==> src/rtl/cache_line_dist_pkg.sv <==
// Shared definitions for the cache line distribution path.
// Holds the number of beats per cache line, the distributor FSM state
// type and the master index type. Cache line select and snoop logic
// import the same package.
package cache_line_dist_pkg;

    localparam int BEATS_PER_LINE = 4;
    localparam int MASTER_IDX_W   = 4;
    localparam int BEAT_CNT_W     = $clog2(BEATS_PER_LINE);

    typedef logic [MASTER_IDX_W-1:0] master_idx_t;
    typedef logic [BEAT_CNT_W-1:0]   beat_cnt_t;

    typedef enum logic {
        IDLE = 1'b0,
        SEND = 1'b1
    } line_state_e;

endpackage

==> src/rtl/cache_line_dist.sv <==
// cache_line_dist
// Accepts one full cache line with a destination master index and
// streams it out as four beats on a data bus shared by all masters.
// Only the destination master sees a valid bit. A new line can be
// accepted in the same cycle the last beat completes, so lines stream
// back to back with no idle cycle.
//
// Ports:
//   ACLK        clock, rising edge
//   ARESETn     asynchronous active-low reset
//   line_in     full cache line (4 beats, beat 0 in the low bits)
//   dest_sel    destination master index
//   line_valid  line_in/dest_sel valid
//   line_ready  line accepted this cycle when line_valid is high
//   beat_data   current beat, shared by all masters
//   beat_valid  one-hot valid, bit = destination master
//   beat_last   current beat is the final beat of the line
//   beat_ready  per-master ready; only the destination bit is used
//   sel_err     one-cycle pulse: a line with an out-of-range index was dropped
module cache_line_dist
    import cache_line_dist_pkg::*;
#(
    parameter int DATA_SIZE   = 128,
    parameter int NUM_MASTERS = 16
) (
    input  logic                                ACLK,
    input  logic                                ARESETn,
    input  logic [DATA_SIZE*BEATS_PER_LINE-1:0] line_in,
    input  logic [MASTER_IDX_W-1:0]             dest_sel,
    input  logic                                line_valid,
    output logic                                line_ready,
    output logic [DATA_SIZE-1:0]                beat_data,
    output logic [NUM_MASTERS-1:0]              beat_valid,
    output logic                                beat_last,
    input  logic [NUM_MASTERS-1:0]              beat_ready,
    output logic                                sel_err
);

    localparam beat_cnt_t LAST_BEAT = beat_cnt_t'(BEATS_PER_LINE - 1);

    line_state_e                         state;
    line_state_e                         next_state;
    beat_cnt_t                           beat_cnt;
    beat_cnt_t                           next_cnt;
    master_idx_t                         dest_q;
    logic [DATA_SIZE*BEATS_PER_LINE-1:0] line_q;
    logic                                sel_ok;
    logic                                line_hs;
    logic                                line_take;
    logic                                beat_hs;

    assign sel_ok   = (32'(dest_sel) < NUM_MASTERS);
    assign next_cnt = beat_cnt + beat_cnt_t'(1);

    always_ff @(posedge ACLK or negedge ARESETn) begin
        if (!ARESETn) begin
            state <= IDLE;
        end else begin
            state <= next_state;
        end
    end

    // Handshake decode and next state. The beat handshake is formed by
    // masking beat_ready with the one-hot valid, so ready bits of other
    // masters never matter. line_ready opens during SEND only in the
    // cycle the last beat is taken, allowing a gapless next line.
    always_comb begin
        next_state = state;
        line_ready = 1'b0;
        beat_valid = '0;
        beat_last  = 1'b0;
        beat_hs    = 1'b0;
        line_hs    = 1'b0;
        line_take  = 1'b0;
        case (state)
            IDLE: begin
                line_ready = 1'b1;
            end
            SEND: begin
                for (int i = 0; i < NUM_MASTERS; i++) begin
                    beat_valid[i] = (dest_q == master_idx_t'(i));
                end
                beat_last  = (beat_cnt == LAST_BEAT);
                beat_hs    = |(beat_valid & beat_ready);
                line_ready = beat_last && beat_hs;
                if (beat_last && beat_hs) begin
                    next_state = IDLE;
                end
            end
            default: begin
                next_state = IDLE;
            end
        endcase
        line_hs   = line_valid && line_ready;
        line_take = line_hs && sel_ok;
        if (line_hs) begin
            next_state = sel_ok ? SEND : IDLE;
        end
    end

    // Line register and beat data. beat_data is registered rather than
    // muxed from the counter so it keeps the last beat after returning
    // to IDLE and after a dropped line.
    always_ff @(posedge ACLK or negedge ARESETn) begin
        if (!ARESETn) begin
            line_q    <= '0;
            dest_q    <= '0;
            beat_cnt  <= '0;
            beat_data <= '0;
            sel_err   <= 1'b0;
        end else begin
            sel_err <= line_hs && !sel_ok;
            if (line_take) begin
                line_q    <= line_in;
                dest_q    <= dest_sel;
                beat_cnt  <= '0;
                beat_data <= line_in[DATA_SIZE-1:0];
            end else if (beat_hs) begin
                beat_cnt <= next_cnt;
                if (!beat_last) begin
                    beat_data <= line_q[DATA_SIZE*next_cnt +: DATA_SIZE];
                end
            end
        end
    end

endmodule

==> config.mk <==
export PLATFORM = sky130hd
export DESIGN_NAME = cache_line_dist
export DESIGN_NICKNAME = d
export VERILOG_FILES = /design/src/rtl/cache_line_dist_pkg.sv /design/src/rtl/cache_line_dist.sv
export SDC_FILE = /design/constraint.sdc
export NUM_CORES = 1
export LEC_CHECK = 0
export BUFFER_PORTS_ARGS = -buffer_cell sky130_fd_sc_hd__buf_2
export CORE_ASPECT_RATIO = 1.2
export CORE_MARGIN = 2
export CORE_UTILIZATION = 29
export DETAILED_ROUTE_END_ITERATION = 10
export HOLD_SLACK_MARGIN = 0.1
export SYNTH_ARGS = -nofsm -noshare
export SYNTH_HDL_FRONTEND = slang
export SYNTH_SLANG_ARGS = --single-unit
==> constraint.sdc <==
create_clock -name ACLK -period 2.3 [get_ports ACLK]
set_input_delay 0.23 -clock ACLK [delete_from_list [all_inputs] [get_ports ACLK]]
set_output_delay 0.23 -clock ACLK [all_outputs]
set_load 0.01 [all_outputs]
* Word level (Yosys, flattened, before mapping)
Index checks and enable logic that the tools add are counted.
Storage, ports and cells: output and inout bits 147, logic and storage cells 44, register bits after elaboration 647
Cells by class: reduce and logical (&&, ||, !) cells 6, bitwise logic cells 2, muxes and demuxes 12, eq/ne operators 17, shifts and indexed selects 1, add/subtract/negate cells 1
Operator list (count):
- $shiftx 512x10->128 | 1
- $mux 128 | 3
- $eq 4x4->1 const B | 8
- $and 16x16->16 | 1
- $eq 4x3->1 const B | 4
- $mux 16 | 1
- $reduce_or 16->1 | 1
- $eq 4x2->1 const B | 2
- $mux 1 | 5
- $eq 4x1->1 const B | 1
- $logic_not 4->1 | 1
- $mux 2 | 2
- $add 2x1->2 const B | 1
- $eq 2x2->1 const B | 1
- $logic_and 1x1->1 | 2
- $ne 2x1->1 const B | 1
- $pmux 1 s2 | 1
- $reduce_and 2->1 | 1
- $reduce_bool 2->1 | 1
- $not 1->1 | 1

* Logic depth before layout (Yosys ltp)
word-level depth 8, gate-level depth with buffers 9, gate-level depth less buffers 6

* Least setup slack after synthesis
OpenSTA, ideal clock, no wires.
kind register to register, start point reg beat_cnt[0], end point reg beat_data[124], clock period less this slack 2.328 ns, buffers on the path 3, data arrival time 2.202 ns, setup slack -0.028 ns, stages on the path, launching flop included 6, required time 2.174 ns, path through dfrtp_1 clkbuf_1 clkbuf_1 clkbuf_1 mux4_2 a221o_1
Between the ends: word-level cells in the longest chain between the ends 6, elaborated cells between the ends (all ways) 13, classes of those cells add/sub: 1; eq/ne: 2; shift: 1; mux: 5; reduce/logical: 4
RTL lines:
- start, declared | RTL line cache_line_dist.sv:43 | beat_cnt_t beat_cnt;
- start signal, assigned | RTL line cache_line_dist.sv:119 | beat_cnt <= next_cnt;
- branches (longest 6 deep; another with $add 2x1->2)
- end signal, assigned | RTL line cache_line_dist.sv:117 | beat_data <= line_in[DATA_SIZE-1:0];
- end signal, assigned | RTL line cache_line_dist.sv:121 | beat_data <= line_q[DATA_SIZE*next_cnt +: DATA_SIZE];
- end, declared | RTL line cache_line_dist.sv:32 | output logic [DATA_SIZE-1:0] beat_data,
Several ways; the timed one is not identified. The select of a mux whose other input is x is not followed. A chain may end at the register's enable or synchronous reset.

* Final worst setup path
start point reg dest_q[0], end point reg line_q[294]
Between the ends: word-level cells in the longest chain between the ends 6, elaborated cells between the ends (all ways) 21, classes of those cells eq/ne: 15; mux: 1; bitwise: 1; reduce/logical: 4
RTL lines:
- start, declared | RTL line cache_line_dist.sv:45 | master_idx_t dest_q;
- start signal, assigned | RTL line cache_line_dist.sv:115 | dest_q <= dest_sel;
- $eq 4x1->1, or another cell as far along | RTL line cache_line_dist.sv:81 | beat_valid[i] = (dest_q == master_idx_t'(i));
- $and 16x16->16 (*) | RTL line cache_line_dist.sv:84 | beat_hs = |(beat_valid & beat_ready);
- $reduce_or 16->1 (*) | RTL line cache_line_dist.sv:84
- $logic_and 1x1->1 (*) | RTL line cache_line_dist.sv:85 | line_ready = beat_last && beat_hs;
- $pmux 1 s2 (*) | RTL line cache_line_dist.sv:75 | case (state)
- $logic_and 1x1->1 (*) | RTL line cache_line_dist.sv:94 | line_hs = line_valid && line_ready;
- end signal, assigned | RTL line cache_line_dist.sv:114 | line_q <= line_in;
- end, declared | RTL line cache_line_dist.sv:46 | logic [DATA_SIZE*BEATS_PER_LINE-1:0] line_q;
Mark *: on every way between the ends. The rest lies on a longest branch, timed or not.

==> run metrics <==
largest net degree at the start of global routing=88; Initial Utilization=a little under 30%; Hold WC Path Type=primary input to async pin; final setup margin=-0.4984 ns; CP startpoint=dest_q[0]; routability congestion estimate=0.8330; P_leak=20.80 nW; Avg Cell Area, Syn=approximately 15 µm²; Site Rows=125; Worst R2R Path Depth=10; Num CTS Buffers=73; mux contribution to synthesized area=about a quarter; Net count, final=3,761; PortBufs=680; Syn Inst Count=1,934; critical path's slowest cell=a222oi_1; number of global-route vias before repair=25,100; Setup Skew=0.01865 ns; main combinational cell family by area after synthesis=multiplexers; post-synthesis compound-gate area fraction=10.18%; initial antenna violation count=14; Crit Path Max Fanout=22; antenna viol nets, final=0; DRT Pass-1 Iters=7; crit path time final=2.798 ns; most frequent cells in the layout=buf_2, dfrtp_1, dlygate4sd3_1, mux2_2, mux4_2; relative slew slack=47.80%; drt first-iter violations=1,527; first-pass GRT wire length=152.0 mm; Tot Pwr=65.71 mW; Clock Root Buffer=clkbuf_16; most common cell after layout, fill and taps aside=buf_2; Seq/Total Area, Yosys=56.87%; clock tree buffer depth=3; via count=23,130; FF+latch count, synth=647; adder-cell share of the synthesized area=0.04395%; Unique masters post-synth=40; PwrDens=around 1500 nW/µm²; Worst Setup Start Kind=flop; kind of critical path=flop to flop; max_cap viols=0; Post-Synth XOR/XNOR Area=0%; worst path bufs/invs=5; all-layer global routing usage=a little under 20%; total gr overflow=0; Post-Synthesis Net Count=2,470; reg2reg end=line_q[294]; Synth area leaders=dfrtp_1, mux2_2, mux4_2, mux2_1, a221o_1; IO Pins=682; crit path DAT=3.30 ns; Slew Viols, Final=0; layout cells sized above 1=45.12%; Critical Path End=line_q[294]; Post-DP HPWL=between 60 and 70 mm; Hold Vio Cnt, Final=0; Post-synth EDFFs=0; CP Data Required Time=2.80 ns; actual slew at the worst max-slew pin=approximately 0.78 ns; fin crit share=121.7%; top_reg_cell synth=dfrtp_1; WL/cell=23.67 µm; clock latency on the worst-skew pair=~0.62 ns; CP Capture Type=flop; post-synth top area share=56.87%; FF-to-FF Start=dest_q[0]; clock slew at reported path FFs=0.07 ns; CTS tree=yes; P&R area growth vs syn=53.94%; H-tree levels=3; critical path's most frequent cell=buf_16; Sink Count=approximately 650; DIE WIDTH=290.0 µm; CP Cell Sequence=mux2_4, a222oi_1, buf_4, nand3_4, buf_6, o211ai_4, buf_12, buf_16, buf_16, mux2_2; die area=slightly above 100,000 µm²; post-synthesis cell area=between 20,000 and 30,000 µm²; Final Setup Violations=650; Min Hold Slack=0.1251 ns; Die Y=347.2 µm; top cell family by delay on the critical path=buffers and inverters; Synth area leader=dfrtp_1; critical path's largest stage delay=around 0.42 ns; DRT Wirelength=107.9 mm; RSZ-0062 raised after global routing=yes; Via density=5.071; post-synthesis async set-or-reset flop share=100.0%; simple-gate share of the synthesized area=3.296%; CORE AREA=97,120 µm²; CP Depth=10; warnings from Yosys=0; R2R Setup Slk=-0.50 ns; failing checks=negative setup slack; # DRC=0; Max Freq=roughly 360 MHz; maximum vdd drop=1388 µV; outcome=finished, violations left
logic make-up (layout without fill, tap and decap cells):
group | after synthesis | in the layout
flip-flops | 647 | 647
multiplexers | 537 | 537
AO/OA/AOI/OAI | 384 | 384
AND/OR/NAND/NOR | 184 | 184
buffers and inverters | 180 | 1524
adder cells (fa/ha/maj) | 1 | 1
other | 1 | 14
registers in the layout, indices dropped and copies added (netlist names):
register,cells
beat_cnt,2
beat_data,128
dest_q,4
line_q,512
state,1
per-stage QoR:
stage	setup slack, ns	instance area, µm²	utilization (%)	std cells	TNS [ns]
after floorplan	-0.02798	28470	-	1934	-2.237
after global placement	-0.3927	34330	35.34	3846	-187.72
after detailed placement	-0.4492	34330	35.34	3846	-209.77
after CTS	-0.5021	42130	43.37	4495	-242.25
after global routing	-0.6027	43820	45.11	4558	-324.70
final	-0.4984	43820	45.12	4561	-253.63
timing repair:
| action | 4_1_cts | 5_1_grt |
|---|---|---|
| cloned | 1 | 31 |
| gates resized for setup | 27 | 169 |
| hold buffers | 517 | 0 |
| pin swaps | 3 | 7 |
| hold endpoints to repair | 1010 | 0 |
| setup buffers | 3 | 22 |
| endpoints found under the setup margin | 649 | 650 |
how the worst min path moves through the flow:
stage / startpoint / end / slack (ns) / cells after the start
5_1_grt: line_in[84] / line_q[84] / 0.15 / 5
2_1_floorplan: ARESETn / beat_cnt[0] / -0.07 / 0
6_report: ARESETn / line_q[392] / 0.13 / 2
3_5_place_dp: ARESETn / line_q[264] / 0.23 / 1
3_3_place_gp: ARESETn / line_q[264] / 0.22 / 1
4_1_cts: line_in[84] / beat_data[84] / 0.11 / 4
power by group:
part / switching [mW] / internal [mW] / leakage [nW] / total [mW]
clock: 4.96 / 7.01 / 1.19 / 12.0
combinational: 15.2 / 18.3 / 11.6 / 33.5
sequential: 3.21 / 17.0 / 7.98 / 20.2
total: 23.4 / 42.3 / 20.8 / 65.7
cells in the mapped netlist (2+ instances only):
library cell and instances:
buf_2 62, nand3_1 114, nor3b_1 3, nand3b_1 2, buf_6 11, nor3_1 5, buf_1 2, mux4_2 128
a21oi_1 111, mux2_2 306, a21o_1 111, buf_4 27, o221a_2 18, inv_1 3, nor4bb_1 2, o21a_1 3
and4b_1 3, nand4_1 2, nor4b_1 2, dfrtp_1 647, and3_1 2, a221o_1 110, clkbuf_1 75, o21ai_0 24
nand2b_1 3, nand2_1 7, nor2_1 35, o221ai_1 2, mux2_1 103
layer usage:
layer	part of all wire, %	wire [µm]	global-route usage [%]
met1	39	42490	23.30
met2	49	53020	33.33
met3	6.1	6608	3.873
met4	5.4	5808	10.23
met5	0.010	11	0
area by class of cell:
type / count / area (µm²)
diodes: 13 / 32.53
repair buffers: 1393 / 11600
inverters: 3 / 11.26
flip-flops and latches: 647 / 16200
fillers: 8493 / 53300
clock inverters: 21 / 301.5
clock buffers: 107 / 2126
well taps: 1270 / 1589
multi-input cells: 1107 / 11960
Power figures use the tool's default switching activity.
